**src/rtl/sockit_spi_pkg.sv**
```systemverilog
// Shared types for the SPI stream arbiter: owner encoding, FSM states and
// command-word bit positions (counted down from the MSB of the command word).
package sockit_spi_pkg;

  typedef enum logic [1:0] {
    OWN_NONE = 2'b00,
    OWN_XIP  = 2'b01,
    OWN_REG  = 2'b10
  } owner_t;

  typedef enum logic [1:0] {
    IDL = 2'b00,
    OWN = 2'b01,
    DRN = 2'b10
  } fsm_t;

  // command bit = CDW - offset
  localparam int END_OFS = 1;  // END: release slave select after this command
  localparam int RD_OFS  = 2;  // RD : one sdr beat comes back for this command

endpackage

```
**src/rtl/sockit_spi_if.sv**
```systemverilog
// Valid/ready stream. Modport s receives (sink), modport d drives (source).
interface sockit_spi_if #(
  parameter int DW = 32
);
  logic [DW-1:0] dat;
  logic          vld;
  logic          rdy;

  modport s (input dat, input vld, output rdy);
  modport d (output dat, output vld, input rdy);
endinterface

```
**src/rtl/sockit_spi_str_mux.sv**
```systemverilog
// 2:1 stream mux. in_vld/in_dat from two sources, selected one forwarded to
// out; out_rdy steered back to the selected source only. blk kills both
// directions of the handshake. Used as a demux by swapping handshake roles:
// the sinks' rdy go in on in_vld, the source's vld comes in on out_rdy.
module sockit_spi_str_mux #(
  parameter int DW = 32
) (
  input  logic               sel,
  input  logic               blk,
  input  logic [1:0]         in_vld,
  input  logic [1:0][DW-1:0] in_dat,
  output logic [1:0]         in_rdy,
  output logic               out_vld,
  output logic [DW-1:0]      out_dat,
  input  logic               out_rdy
);

  assign out_vld = in_vld[sel] & ~blk;
  assign out_dat = in_dat[sel];
  assign in_rdy  = {out_rdy & sel & ~blk, out_rdy & ~sel & ~blk};

endmodule

```
**src/rtl/sockit_spi_arb.sv**
```systemverilog
// Arbiter sharing one SPI serializer (scw/sdw/sdr) between the XIP engine and
// the CPU register queue. Ownership lasts from grant to the END command plus
// draining of all outstanding read beats.
// Optional: define SOCKIT_SPI_ARB_RR_EN for round-robin tie breaking in IDL;
// otherwise XIP has fixed priority.
module sockit_spi_arb
  import sockit_spi_pkg::*;
#(
  parameter int CDW = 32,
  parameter int DDW = 32,
  parameter int ODW = 3
) (
  input  logic       clk,
  input  logic       rst_n,
  sockit_spi_if.s    xip_scw,
  sockit_spi_if.s    xip_sdw,
  sockit_spi_if.d    xip_sdr,
  sockit_spi_if.s    reg_scw,
  sockit_spi_if.s    reg_sdw,
  sockit_spi_if.d    reg_sdr,
  sockit_spi_if.d    spi_scw,
  sockit_spi_if.d    spi_sdw,
  sockit_spi_if.s    spi_sdr,
  output logic [1:0] own,
  output logic       err
);

  localparam int             END_B   = CDW - END_OFS;
  localparam int             RD_B    = CDW - RD_OFS;
  localparam logic [ODW-1:0] CNT_MAX = '1;

  fsm_t           st, st_nx;
  owner_t         own_q, own_nx;
  logic [ODW-1:0] cnt;
  logic           sel, cnt_zero, head_rd, pick_xip;
  logic           scw_blk, scw_vld, scw_acc, inc, dec;
  logic [CDW-1:0] scw_dat;
  logic [1:0]     scw_rdy, sdw_rdy, sdr_vld;
  logic           sdw_vld;
  logic [DDW-1:0] sdw_dat, sdr_dat;
  logic           sdr_rdy_rt;

  assign sel      = (own_q == OWN_REG);
  assign cnt_zero = (cnt == '0);
  // RD bit of the owner's pending command, needed before the mux output
  assign head_rd  = sel ? reg_scw.dat[RD_B] : xip_scw.dat[RD_B];
  assign scw_blk  = (st != OWN) | ((cnt == CNT_MAX) & head_rd);

  sockit_spi_str_mux #(.DW(CDW)) u_scw (
    .sel     (sel),
    .blk     (scw_blk),
    .in_vld  ({reg_scw.vld, xip_scw.vld}),
    .in_dat  ({reg_scw.dat, xip_scw.dat}),
    .in_rdy  (scw_rdy),
    .out_vld (scw_vld),
    .out_dat (scw_dat),
    .out_rdy (spi_scw.rdy)
  );

  sockit_spi_str_mux #(.DW(DDW)) u_sdw (
    .sel     (sel),
    .blk     (st == IDL),
    .in_vld  ({reg_sdw.vld, xip_sdw.vld}),
    .in_dat  ({reg_sdw.dat, xip_sdw.dat}),
    .in_rdy  (sdw_rdy),
    .out_vld (sdw_vld),
    .out_dat (sdw_dat),
    .out_rdy (spi_sdw.rdy)
  );

  // read return path: demux, so the handshake roles are swapped
  sockit_spi_str_mux #(.DW(DDW)) u_sdr (
    .sel     (sel),
    .blk     ((st == IDL) | cnt_zero),
    .in_vld  ({reg_sdr.rdy, xip_sdr.rdy}),
    .in_dat  ({spi_sdr.dat, spi_sdr.dat}),
    .in_rdy  (sdr_vld),
    .out_vld (sdr_rdy_rt),
    .out_dat (sdr_dat),
    .out_rdy (spi_sdr.vld)
  );

  assign xip_scw.rdy = scw_rdy[0];
  assign reg_scw.rdy = scw_rdy[1];
  assign xip_sdw.rdy = sdw_rdy[0];
  assign reg_sdw.rdy = sdw_rdy[1];
  assign spi_scw.vld = scw_vld;
  assign spi_scw.dat = scw_dat;
  assign spi_sdw.vld = sdw_vld;
  assign spi_sdw.dat = sdw_dat;
  assign xip_sdr.vld = sdr_vld[0];
  assign reg_sdr.vld = sdr_vld[1];
  assign xip_sdr.dat = sdr_dat;
  assign reg_sdr.dat = sdr_dat;
  // unexpected beats are swallowed so the serializer never stalls on them
  assign spi_sdr.rdy = cnt_zero ? spi_sdr.vld : sdr_rdy_rt;

  assign scw_acc = scw_vld & spi_scw.rdy;
  assign inc     = scw_acc & scw_dat[RD_B];
  assign dec     = spi_sdr.vld & sdr_rdy_rt & ~cnt_zero;
  assign own     = own_q;

`ifdef SOCKIT_SPI_ARB_RR_EN
  owner_t last_q;
  assign pick_xip = xip_scw.vld & (~reg_scw.vld | (last_q == OWN_REG));

  // remember who was granted last for tie breaking
  always_ff @(posedge clk or negedge rst_n)
    if (!rst_n)                          last_q <= OWN_REG;
    else if (st == IDL && st_nx == OWN)  last_q <= own_nx;
`else
  assign pick_xip = xip_scw.vld;
`endif

  // next state and owner
  always_comb begin
    st_nx  = st;
    own_nx = own_q;
    case (st)
      IDL: begin
        if (pick_xip) begin
          st_nx  = OWN;
          own_nx = OWN_XIP;
        end else if (reg_scw.vld) begin
          st_nx  = OWN;
          own_nx = OWN_REG;
        end
      end
      OWN: if (scw_acc && scw_dat[END_B]) st_nx = DRN;
      DRN: begin
        if (cnt_zero || (cnt == ODW'(1) && dec)) begin
          st_nx  = IDL;
          own_nx = OWN_NONE;
        end
      end
      default: begin
        st_nx  = IDL;
        own_nx = OWN_NONE;
      end
    endcase
  end

  // state and owner registers
  always_ff @(posedge clk or negedge rst_n)
    if (!rst_n) begin
      st    <= IDL;
      own_q <= OWN_NONE;
    end else begin
      st    <= st_nx;
      own_q <= own_nx;
    end

  // outstanding read counter
  always_ff @(posedge clk or negedge rst_n)
    if (!rst_n)           cnt <= '0;
    else if (inc && !dec) cnt <= cnt + ODW'(1);
    else if (dec && !inc) cnt <= cnt - ODW'(1);

  // sticky flag for read beats nobody asked for
  always_ff @(posedge clk or negedge rst_n)
    if (!rst_n)                       err <= 1'b0;
    else if (spi_sdr.vld && cnt_zero) err <= 1'b1;

endmodule

```
**src/flat_wrapper.sv**
```systemverilog
// flat-port wrapper written by rule: the top's interface ports become plain ports
module sockit_spi_arb_flat import sockit_spi_pkg::*;
#(
  parameter int CDW = 32,
  parameter int DDW = 32,
  parameter int ODW = 3
)
  (clk, rst_n, own, err, xip_scw_dat, xip_scw_vld, xip_scw_rdy, xip_sdw_dat, xip_sdw_vld, xip_sdw_rdy, xip_sdr_dat, xip_sdr_vld, xip_sdr_rdy, reg_scw_dat, reg_scw_vld, reg_scw_rdy, reg_sdw_dat, reg_sdw_vld, reg_sdw_rdy, reg_sdr_dat, reg_sdr_vld, reg_sdr_rdy, spi_scw_dat, spi_scw_vld, spi_scw_rdy, spi_sdw_dat, spi_sdw_vld, spi_sdw_rdy, spi_sdr_dat, spi_sdr_vld, spi_sdr_rdy);
  sockit_spi_if #(.DW(CDW)) xip_scw_i ();
  sockit_spi_if #(.DW(DDW)) xip_sdw_i ();
  sockit_spi_if #(.DW(DDW)) xip_sdr_i ();
  sockit_spi_if #(.DW(CDW)) reg_scw_i ();
  sockit_spi_if #(.DW(DDW)) reg_sdw_i ();
  sockit_spi_if #(.DW(DDW)) reg_sdr_i ();
  sockit_spi_if #(.DW(CDW)) spi_scw_i ();
  sockit_spi_if #(.DW(DDW)) spi_sdw_i ();
  sockit_spi_if #(.DW(DDW)) spi_sdr_i ();
  input  logic clk;
  input  logic rst_n;
  output logic [1:0] own;
  output logic err;
  input wire logic [$bits(xip_scw_i.dat)-1:0] xip_scw_dat;
  input wire logic [$bits(xip_scw_i.vld)-1:0] xip_scw_vld;
  output wire logic [$bits(xip_scw_i.rdy)-1:0] xip_scw_rdy;
  input wire logic [$bits(xip_sdw_i.dat)-1:0] xip_sdw_dat;
  input wire logic [$bits(xip_sdw_i.vld)-1:0] xip_sdw_vld;
  output wire logic [$bits(xip_sdw_i.rdy)-1:0] xip_sdw_rdy;
  output wire logic [$bits(xip_sdr_i.dat)-1:0] xip_sdr_dat;
  output wire logic [$bits(xip_sdr_i.vld)-1:0] xip_sdr_vld;
  input wire logic [$bits(xip_sdr_i.rdy)-1:0] xip_sdr_rdy;
  input wire logic [$bits(reg_scw_i.dat)-1:0] reg_scw_dat;
  input wire logic [$bits(reg_scw_i.vld)-1:0] reg_scw_vld;
  output wire logic [$bits(reg_scw_i.rdy)-1:0] reg_scw_rdy;
  input wire logic [$bits(reg_sdw_i.dat)-1:0] reg_sdw_dat;
  input wire logic [$bits(reg_sdw_i.vld)-1:0] reg_sdw_vld;
  output wire logic [$bits(reg_sdw_i.rdy)-1:0] reg_sdw_rdy;
  output wire logic [$bits(reg_sdr_i.dat)-1:0] reg_sdr_dat;
  output wire logic [$bits(reg_sdr_i.vld)-1:0] reg_sdr_vld;
  input wire logic [$bits(reg_sdr_i.rdy)-1:0] reg_sdr_rdy;
  output wire logic [$bits(spi_scw_i.dat)-1:0] spi_scw_dat;
  output wire logic [$bits(spi_scw_i.vld)-1:0] spi_scw_vld;
  input wire logic [$bits(spi_scw_i.rdy)-1:0] spi_scw_rdy;
  output wire logic [$bits(spi_sdw_i.dat)-1:0] spi_sdw_dat;
  output wire logic [$bits(spi_sdw_i.vld)-1:0] spi_sdw_vld;
  input wire logic [$bits(spi_sdw_i.rdy)-1:0] spi_sdw_rdy;
  input wire logic [$bits(spi_sdr_i.dat)-1:0] spi_sdr_dat;
  input wire logic [$bits(spi_sdr_i.vld)-1:0] spi_sdr_vld;
  output wire logic [$bits(spi_sdr_i.rdy)-1:0] spi_sdr_rdy;
  assign xip_scw_i.dat = xip_scw_dat;
  assign xip_scw_i.vld = xip_scw_vld;
  assign xip_scw_rdy = xip_scw_i.rdy;
  assign xip_sdw_i.dat = xip_sdw_dat;
  assign xip_sdw_i.vld = xip_sdw_vld;
  assign xip_sdw_rdy = xip_sdw_i.rdy;
  assign xip_sdr_dat = xip_sdr_i.dat;
  assign xip_sdr_vld = xip_sdr_i.vld;
  assign xip_sdr_i.rdy = xip_sdr_rdy;
  assign reg_scw_i.dat = reg_scw_dat;
  assign reg_scw_i.vld = reg_scw_vld;
  assign reg_scw_rdy = reg_scw_i.rdy;
  assign reg_sdw_i.dat = reg_sdw_dat;
  assign reg_sdw_i.vld = reg_sdw_vld;
  assign reg_sdw_rdy = reg_sdw_i.rdy;
  assign reg_sdr_dat = reg_sdr_i.dat;
  assign reg_sdr_vld = reg_sdr_i.vld;
  assign reg_sdr_i.rdy = reg_sdr_rdy;
  assign spi_scw_dat = spi_scw_i.dat;
  assign spi_scw_vld = spi_scw_i.vld;
  assign spi_scw_i.rdy = spi_scw_rdy;
  assign spi_sdw_dat = spi_sdw_i.dat;
  assign spi_sdw_vld = spi_sdw_i.vld;
  assign spi_sdw_i.rdy = spi_sdw_rdy;
  assign spi_sdr_i.dat = spi_sdr_dat;
  assign spi_sdr_i.vld = spi_sdr_vld;
  assign spi_sdr_rdy = spi_sdr_i.rdy;
  sockit_spi_arb #(.CDW(CDW), .DDW(DDW), .ODW(ODW)) u_core (.clk(clk), .rst_n(rst_n), .xip_scw(xip_scw_i), .xip_sdw(xip_sdw_i), .xip_sdr(xip_sdr_i), .reg_scw(reg_scw_i), .reg_sdw(reg_sdw_i), .reg_sdr(reg_sdr_i), .spi_scw(spi_scw_i), .spi_sdw(spi_sdw_i), .spi_sdr(spi_sdr_i), .own(own), .err(err));
endmodule
```
**config.mk**
```make
export PLATFORM = sky130hd
export DESIGN_NAME = sockit_spi_arb_flat
export DESIGN_NICKNAME = d
export VERILOG_FILES = /design/src/rtl/sockit_spi_pkg.sv /design/src/rtl/sockit_spi_if.sv /design/src/rtl/sockit_spi_str_mux.sv /design/src/rtl/sockit_spi_arb.sv /design/src/flat_wrapper.sv
export SDC_FILE = /design/constraint.sdc
export NUM_CORES = 1
export LEC_CHECK = 0
export BUFFER_PORTS_ARGS = -buffer_cell sky130_fd_sc_hd__buf_2
export CAP_MARGIN = 5
export CORE_AREA = 2 2 121 123
export DETAILED_ROUTE_END_ITERATION = 6
export DIE_AREA = 0 0 123 125
export PLACE_DENSITY = 0.5
export SYNTH_ARGS = -nofsm -noshare
export SYNTH_HDL_FRONTEND = slang
export SYNTH_HIERARCHICAL = 1
export SYNTH_SLANG_ARGS = --single-unit
```
**constraint.sdc**
```tcl
create_clock -name clk -period 4.3 [get_ports clk]
set_input_delay 0.43 -clock clk [delete_from_list [all_inputs] [get_ports clk]]
set_output_delay 0.43 -clock clk [all_outputs]
set_load 0.02 [all_outputs]
```
* Word-level counts from Yosys, hierarchy flattened
Index checks and enable logic that the tools add are counted.
Storage, ports and cells: bits of input ports 171, logic and storage cells 80, output and inout port bits 140, register bits after elaboration 8
Operators by class: $add $sub $neg 2, equality and inequality tests 9, magnitude comparators 1, mux-type cells 23, reduce and logical (&&, ||, !) cells 13, bitwise gates (word level) 28
Operators by type and width (number):
- 32-bit 2-to-1 mux | 5
- 1-bit bitwise AND | 20
- 2-bit 2-to-1 mux | 6
- 2-bit one-hot mux with 3 select lines | 2
- 1-bit 2-to-1 mux | 8
- 3-bit 2-to-1 mux | 2
- 2-bit by 1-bit inequality test with 1-bit output (second input constant) | 3
- 1-bit NOT | 6
- 3-bit AND reduction | 2
- 1-bit logical AND | 5
- 2-bit == test (second input constant) | 2
- 3-bit by 1-bit adder with 3-bit output (second input constant) | 1
- 3-bit by 1-bit == test with 1-bit output (second input constant) | 1
- 3-bit == test (second input constant) | 1
- 3-bit zero test | 1
- 3-bit inequality test (second input constant) | 1
- 3-bit by 1-bit subtractor with 3-bit output (second input constant) | 1
- 2-bit by 1-bit == test with 1-bit output (second input constant) | 1
- 1-bit zero test | 2
- 2-bit zero test | 1
- 1-bit by 2-bit < comparator with 1-bit output (second input constant) | 1
- 1-bit bitwise OR | 2
- 2-bit nonzero test | 1
- 1-bit logical OR | 1

* Logic depth before layout (Yosys ltp)
word-level depth 12, gate-level depth with buffers 10, gate-level depth less buffers 10

* Modules after synthesis
Netlist, hierarchy kept.
Modules (own cells, without submodules):
- sockit_spi_str_mux | cells an instance 40, sequential area each 0.0 um2, area an instance 558.0 um2, instances 3
- sockit_spi_arb | cells an instance 84, sequential area each 200.2 um2, area an instance 763.2 um2, instances 1

* Worst setup path before layout
OpenSTA, ideal clock, no wires.
path type register to register, start point register u_core.own_q[1], in the netlist u_core/own[1], end point register u_core.cnt[2], cell stages (with the launch flop) 10, data arrival time 2500 ps, library setup time 133 ps, period minus slack after synthesis 2632 ps, setup slack 1668 ps, buffers on the path 0, required time 4167 ps, cells stage by stage dfrtp_1 > nor2b_4 > mux2_4 > a211o_1 > nor2_1 > and3_1 > ha_1 > nand3b_1 > a21oi_1 > a221oi_1
On the way: word-level cells in the longest chain between the ends 11, elaborated cells on any way between the ends 23, those cells by class eq/ne: 1; mux: 8; bitwise: 9; reduce/logical: 5
Ends and longest elaborated chain:
- start, declared | RTL line sockit_spi_arb.sv:33 | owner_t own_q, own_nx;
- start signal, assigned | RTL line sockit_spi_arb.sv:150 | own_q <= own_nx;
- 2-bit == test * | RTL line sockit_spi_arb.sv:43 | assign sel = (own_q == OWN_REG);
- named net u_core.sel | RTL line sockit_spi_arb.sv:35 | logic sel, cnt_zero, head_rd, pick_xip;
- 1-bit 2-to-1 mux * | RTL line sockit_spi_arb.sv:46 | assign head_rd = sel ? reg_scw.dat[RD_B] : xip_scw.dat[RD_B];
- 1-bit bitwise AND * | RTL line sockit_spi_arb.sv:47 | assign scw_blk = (st != OWN) | ((cnt == CNT_MAX) & head_rd);
- 1-bit bitwise OR * | RTL line sockit_spi_arb.sv:47
- named net u_core.scw_blk | RTL line sockit_spi_arb.sv:36 | logic scw_blk, scw_vld, scw_acc, inc, dec;
- 1-bit NOT * | RTL line sockit_spi_str_mux.sv:18 | assign out_vld = in_vld[sel] & ~blk;
- 1-bit bitwise AND * | RTL line sockit_spi_str_mux.sv:18
- named net spi_scw_vld | RTL line flat_wrapper.sv:41 | output wire logic [$bits(spi_scw_i.vld)-1:0] spi_scw_vld;
- 1-bit bitwise AND * | RTL line sockit_spi_arb.sv:98 | assign scw_acc = scw_vld & spi_scw.rdy;
- 1-bit bitwise AND * | RTL line sockit_spi_arb.sv:99 | assign inc = scw_acc & scw_dat[RD_B];
- 1-bit zero test | RTL line sockit_spi_arb.sv:157 | else if (dec && !inc) cnt <= cnt - ODW'(1);
- 1-bit logical AND | RTL line sockit_spi_arb.sv:157
- 2-bit nonzero test (no line)
- end signal, assigned | RTL line sockit_spi_arb.sv:156 | else if (inc && !dec) cnt <= cnt + ODW'(1);
- end signal, assigned | RTL line sockit_spi_arb.sv:157
- end, declared | RTL line sockit_spi_arb.sv:34 | logic [ODW-1:0] cnt;
The timed path passes the listed nets; every way through them passes the cells marked *. The select of a mux whose other input is x is not followed. A chain may end at the register's enable or synchronous reset.

* Final worst setup path
start point register u_core.own_q[0], in the netlist u_core/own[0], end point output spi_sdr_rdy
On the way: word-level cells in the longest chain between the ends 5
Ends and longest elaborated chain:
- 2-bit == test | RTL line sockit_spi_arb.sv:43
- named net u_core.sel | RTL line sockit_spi_arb.sv:35
- 1-bit 2-to-1 mux (not written as such) (2 in a row) | RTL line sockit_spi_str_mux.sv:18
- 1-bit bitwise AND | RTL line sockit_spi_str_mux.sv:18
- named net u_core.sdr_rdy_rt | RTL line sockit_spi_arb.sv:41 | logic sdr_rdy_rt;
- 1-bit 2-to-1 mux | RTL line sockit_spi_arb.sv:96 | assign spi_sdr.rdy = cnt_zero ? spi_sdr.vld : sdr_rdy_rt;
- end, declared | RTL line flat_wrapper.sv:48 | output wire logic [$bits(spi_sdr_i.rdy)-1:0] spi_sdr_rdy;
The timed path passes the listed nets, and every way through them passes these cells. The select of a mux whose other input is x is not followed.

==> impl_metrics.ini <==
[timing]
min_period_ns = 2.74
totalNegativeSetupSlack_ns = 0
finalSetupViolCount = 0
fin_skew_ns = 0.000603
timing_hold_violations_final = 0
grt_setup_unrepaired = false
slew-limit-headroom = 0.455
max_slew.worst_pin.slew_ns = 0.818
slew_violations = 0
final_cycle_share = 0.637
fmaxAchievable_mhz = 365

[pwr]
p_clk_frac = 0.059
netSwitchingFraction = 0.513
power.leakage_nw = 2.27
peakVddDrop_mv = 1.05
p_comb_frac = 0.889
sequentialPowerShare = 0.053
power_per_cell_area_nw_per_um2 = 680
cellInternalPower_mw = 1.28
power_switching_mw = 1.35

[synthesis]
syn_inst = 204
edff_count_synth = 0
synth-seq-cells = 8
synth_async_sr_flop_share = 1.00
ys_seq_area_frac = 0.0821
synthFlopType = sky130_fd_sc_hd__dfrtp_1
synth_fp_nets = 381
syn_area_sq_um = 2440
syn_area_per_cell_sq_um = 11.9
netlist-cell-type-count = 34
warning_count_from_the_yosys_run = 6

[worst_setup_path]
critical-path-slowest-cell = sky130_fd_sc_hd__buf_12
worstPathRequired_ns = 3.87
timing_worst_setup_path_type = flip-flop to output port
endpoint_kind = output port
crit_fanout = 105
worst_setup_path_start_kind = flip-flop
timing.critical_path.cells = nor2b_4 -> buf_12 -> mux2i_1 -> nor2_1 -> mux2_2 -> buf_2
arrival_ns = 2.31
critical_path.max_stage_delay_ns = 0.45

[floorplanning]
design.portCount = 311
dieArea_sq_um = 15400
die_y_microns = 125
placementRows = 44
floorplan.die.width_microns = 123
initial_utilization = 0.172
placeableCoreArea_sq_um = 14200

[run_status]
outcome = finished, final reports clean

[cells_and_area]
drive_gt1_frac = 0.876
final-instance-count-excl-fill = 658
final_layout_fill_cell_count = 1540
insertedDiodeCount = 0
final_nets = 653
flow.area_growth_from_synthesis_pct = 59.0

[global_routing]
grt_first_pass_wirelength_mm = 12.2
grt_pass1_vias = 2427
grt_max_degree = 106
grt_overflow_total = 0
track_usage = 0.0986
initial_antenna_violation_count = 0

[routing]
vias = 2533
detail_route.drc_violations = 0
dr.pass1.iters = 4
post_drt_via_cell_ratio = 3.85
wl_per_cell_microns = 13.0
routed_wirelength_mm = 8.58
ant_nets = 0
drt-initial-drc-count = 46

[clock_network]
clk_root_buffer_cell = sky130_fd_sc_hd__clkbuf_16
post-cts-setup-buffer-count = 0
clock-sinks = 8
cts_tree = yes
ctsLongestPathBuffers = 2
htree_levels = 1
worst_skew_pair.late_latency_ns = 0.23
post_cts_resize_count = 0
cts.clk_slew.worst_paths_ns = 0.04
cts.hold.buffers_added = 0
cts_inserted_buffers = 3

[run]
drv.max_cap_violation_count = 0

[placement]
dp_hpwl_mm = 7.60
dpl.cell_count = 655
io_buffers = 310
gp_weighted_congestion = 0.889

[hold_path]
worst_hold_path_type = input pin to async pin
[power groups by stage]
stage                     Sequential, mW  Clock [mW]  Combinational (mW)
after floorplan                    0.143           0                2.04
after global placement             0.136           0                2.35
after detailed placement           0.140           0                2.36
after CTS                          0.139       0.158                2.37
after global routing               0.145       0.164                2.50
final                              0.139       0.154                2.34
[critical path, delay by kind of cell (launching register included)]
family / cells / cell delay, ns
buffers and inverters: 2 / 0.61
muxes: 2 / 0.56
DFF: 1 / 0.41
and+or+nand+nor: 2 / 0.27
[Yosys cell counts, types with 3 or more instances]
| library cell | instances | area [sq um] |
|---|---|---|
| sky130_fd_sc_hd__mux2i_1 | 3 | 30.0 |
| sky130_fd_sc_hd__ha_1 | 6 | 75.1 |
| sky130_fd_sc_hd__buf_12 | 6 | 120 |
| sky130_fd_sc_hd__nor3b_1 | 3 | 22.5 |
| sky130_fd_sc_hd__mux2_2 | 16 | 180 |
| sky130_fd_sc_hd__buf_8 | 3 | 45.0 |
| sky130_fd_sc_hd__mux2_4 | 82 | 1230 |
| sky130_fd_sc_hd__buf_6 | 3 | 33.8 |
| sky130_fd_sc_hd__dfrtp_1 | 8 | 200 |
| sky130_fd_sc_hd__nand3_1 | 3 | 15.0 |
| sky130_fd_sc_hd__buf_4 | 32 | 240 |
| sky130_fd_sc_hd__nand2_1 | 3 | 11.3 |
| sky130_fd_sc_hd__o21ai_0 | 3 | 15.0 |
| sky130_fd_sc_hd__inv_1 | 6 | 22.5 |
| sky130_fd_sc_hd__nor2_1 | 5 | 18.8 |
| sky130_fd_sc_hd__and3b_1 | 3 | 26.3 |
[flip-flops by register name (all words and copies together), names as in the netlist]
signal      count
u_core/cnt      3
u_core/own      2
u_core/st       2
u_core/err      1
[metrics by stage]
stage | worst slack [ns] | util | power [mW] | cell area (sq um) | hold slack (ns)
CTS | 1.62 | 0.273 | 2.66 | 3870 | 0.0509
floorplan | 1.67 | - | 2.18 | 2440 | 0.134
finish | 1.56 | 0.273 | 2.63 | 3870 | 0.0460
detailed placement | 1.63 | 0.268 | 2.50 | 3800 | 0.293
global route | 1.43 | 0.273 | 2.80 | 3870 | 0.0593
global placement | 1.77 | 0.268 | 2.48 | 3800 | 0.289
[routing by layer]
metal,routed length [microns],GRT usage
met5,0,0
met4,8,0.00602
met3,791,0.0146
met2,4520,0.194
met1,3260,0.115
[final cells by class]
type / count / area [sq um] / share of cell area
inverter: 6 / 22.5 / 0.00581
timing repair buffer: 311 / 1570 / 0.406
multi-input combinational: 146 / 1780 / 0.458
tap: 184 / 230 / 0.0594
clock buffer: 3 / 75.1 / 0.0194
sequential: 8 / 200 / 0.0517
[cell families (layout without fill, tap and decap cells)]
kind of cell,Yosys count,count (layout),share of synthesized area
flip-flops,8,8,0.0821
multiplexers,101,101,0.591
adder cells (fa/ha/maj),6,6,0.0308
AO/OA/AOI/OAI,13,13,0.0375
AND/OR/NAND/NOR,24,24,0.0616
buffers and inverters,50,320,0.189
XOR/XNOR,2,2,0.00719
[final timing paths]
| path | start | to | slack, ns | cells after the start |
|---|---|---|---|---|
| max in group asynchronous | rst_n | u_core/st[0] | 4.08 | 1 |
| min in group clk | u_core/err | u_core/err | 0.48 | 1 |
| max reg2reg | u_core/own[0] | u_core/cnt[2] | 1.60 | 9 |
| min reg2reg | u_core/err | u_core/err | 0.48 | 1 |
| min | rst_n | u_core/own[0] | 0.05 | 1 |
| max | u_core/own[0] | spi_sdr_rdy | 1.56 | 6 |
[cells in the final DEF, fill, tap and decap left out, types with 5 or more instances in the layout]
| master | synthesis | routed |
|---|---|---|
| sky130_fd_sc_hd__mux2_2 | 16 | 16 |
| sky130_fd_sc_hd__inv_1 | 6 | 6 |
| sky130_fd_sc_hd__mux2_4 | 82 | 82 |
| sky130_fd_sc_hd__dfrtp_1 | 8 | 8 |
| sky130_fd_sc_hd__buf_2 | 0 | 310 |
| sky130_fd_sc_hd__ha_1 | 6 | 6 |
| sky130_fd_sc_hd__nor2_1 | 5 | 5 |
(Power assumes the default switching activity.)
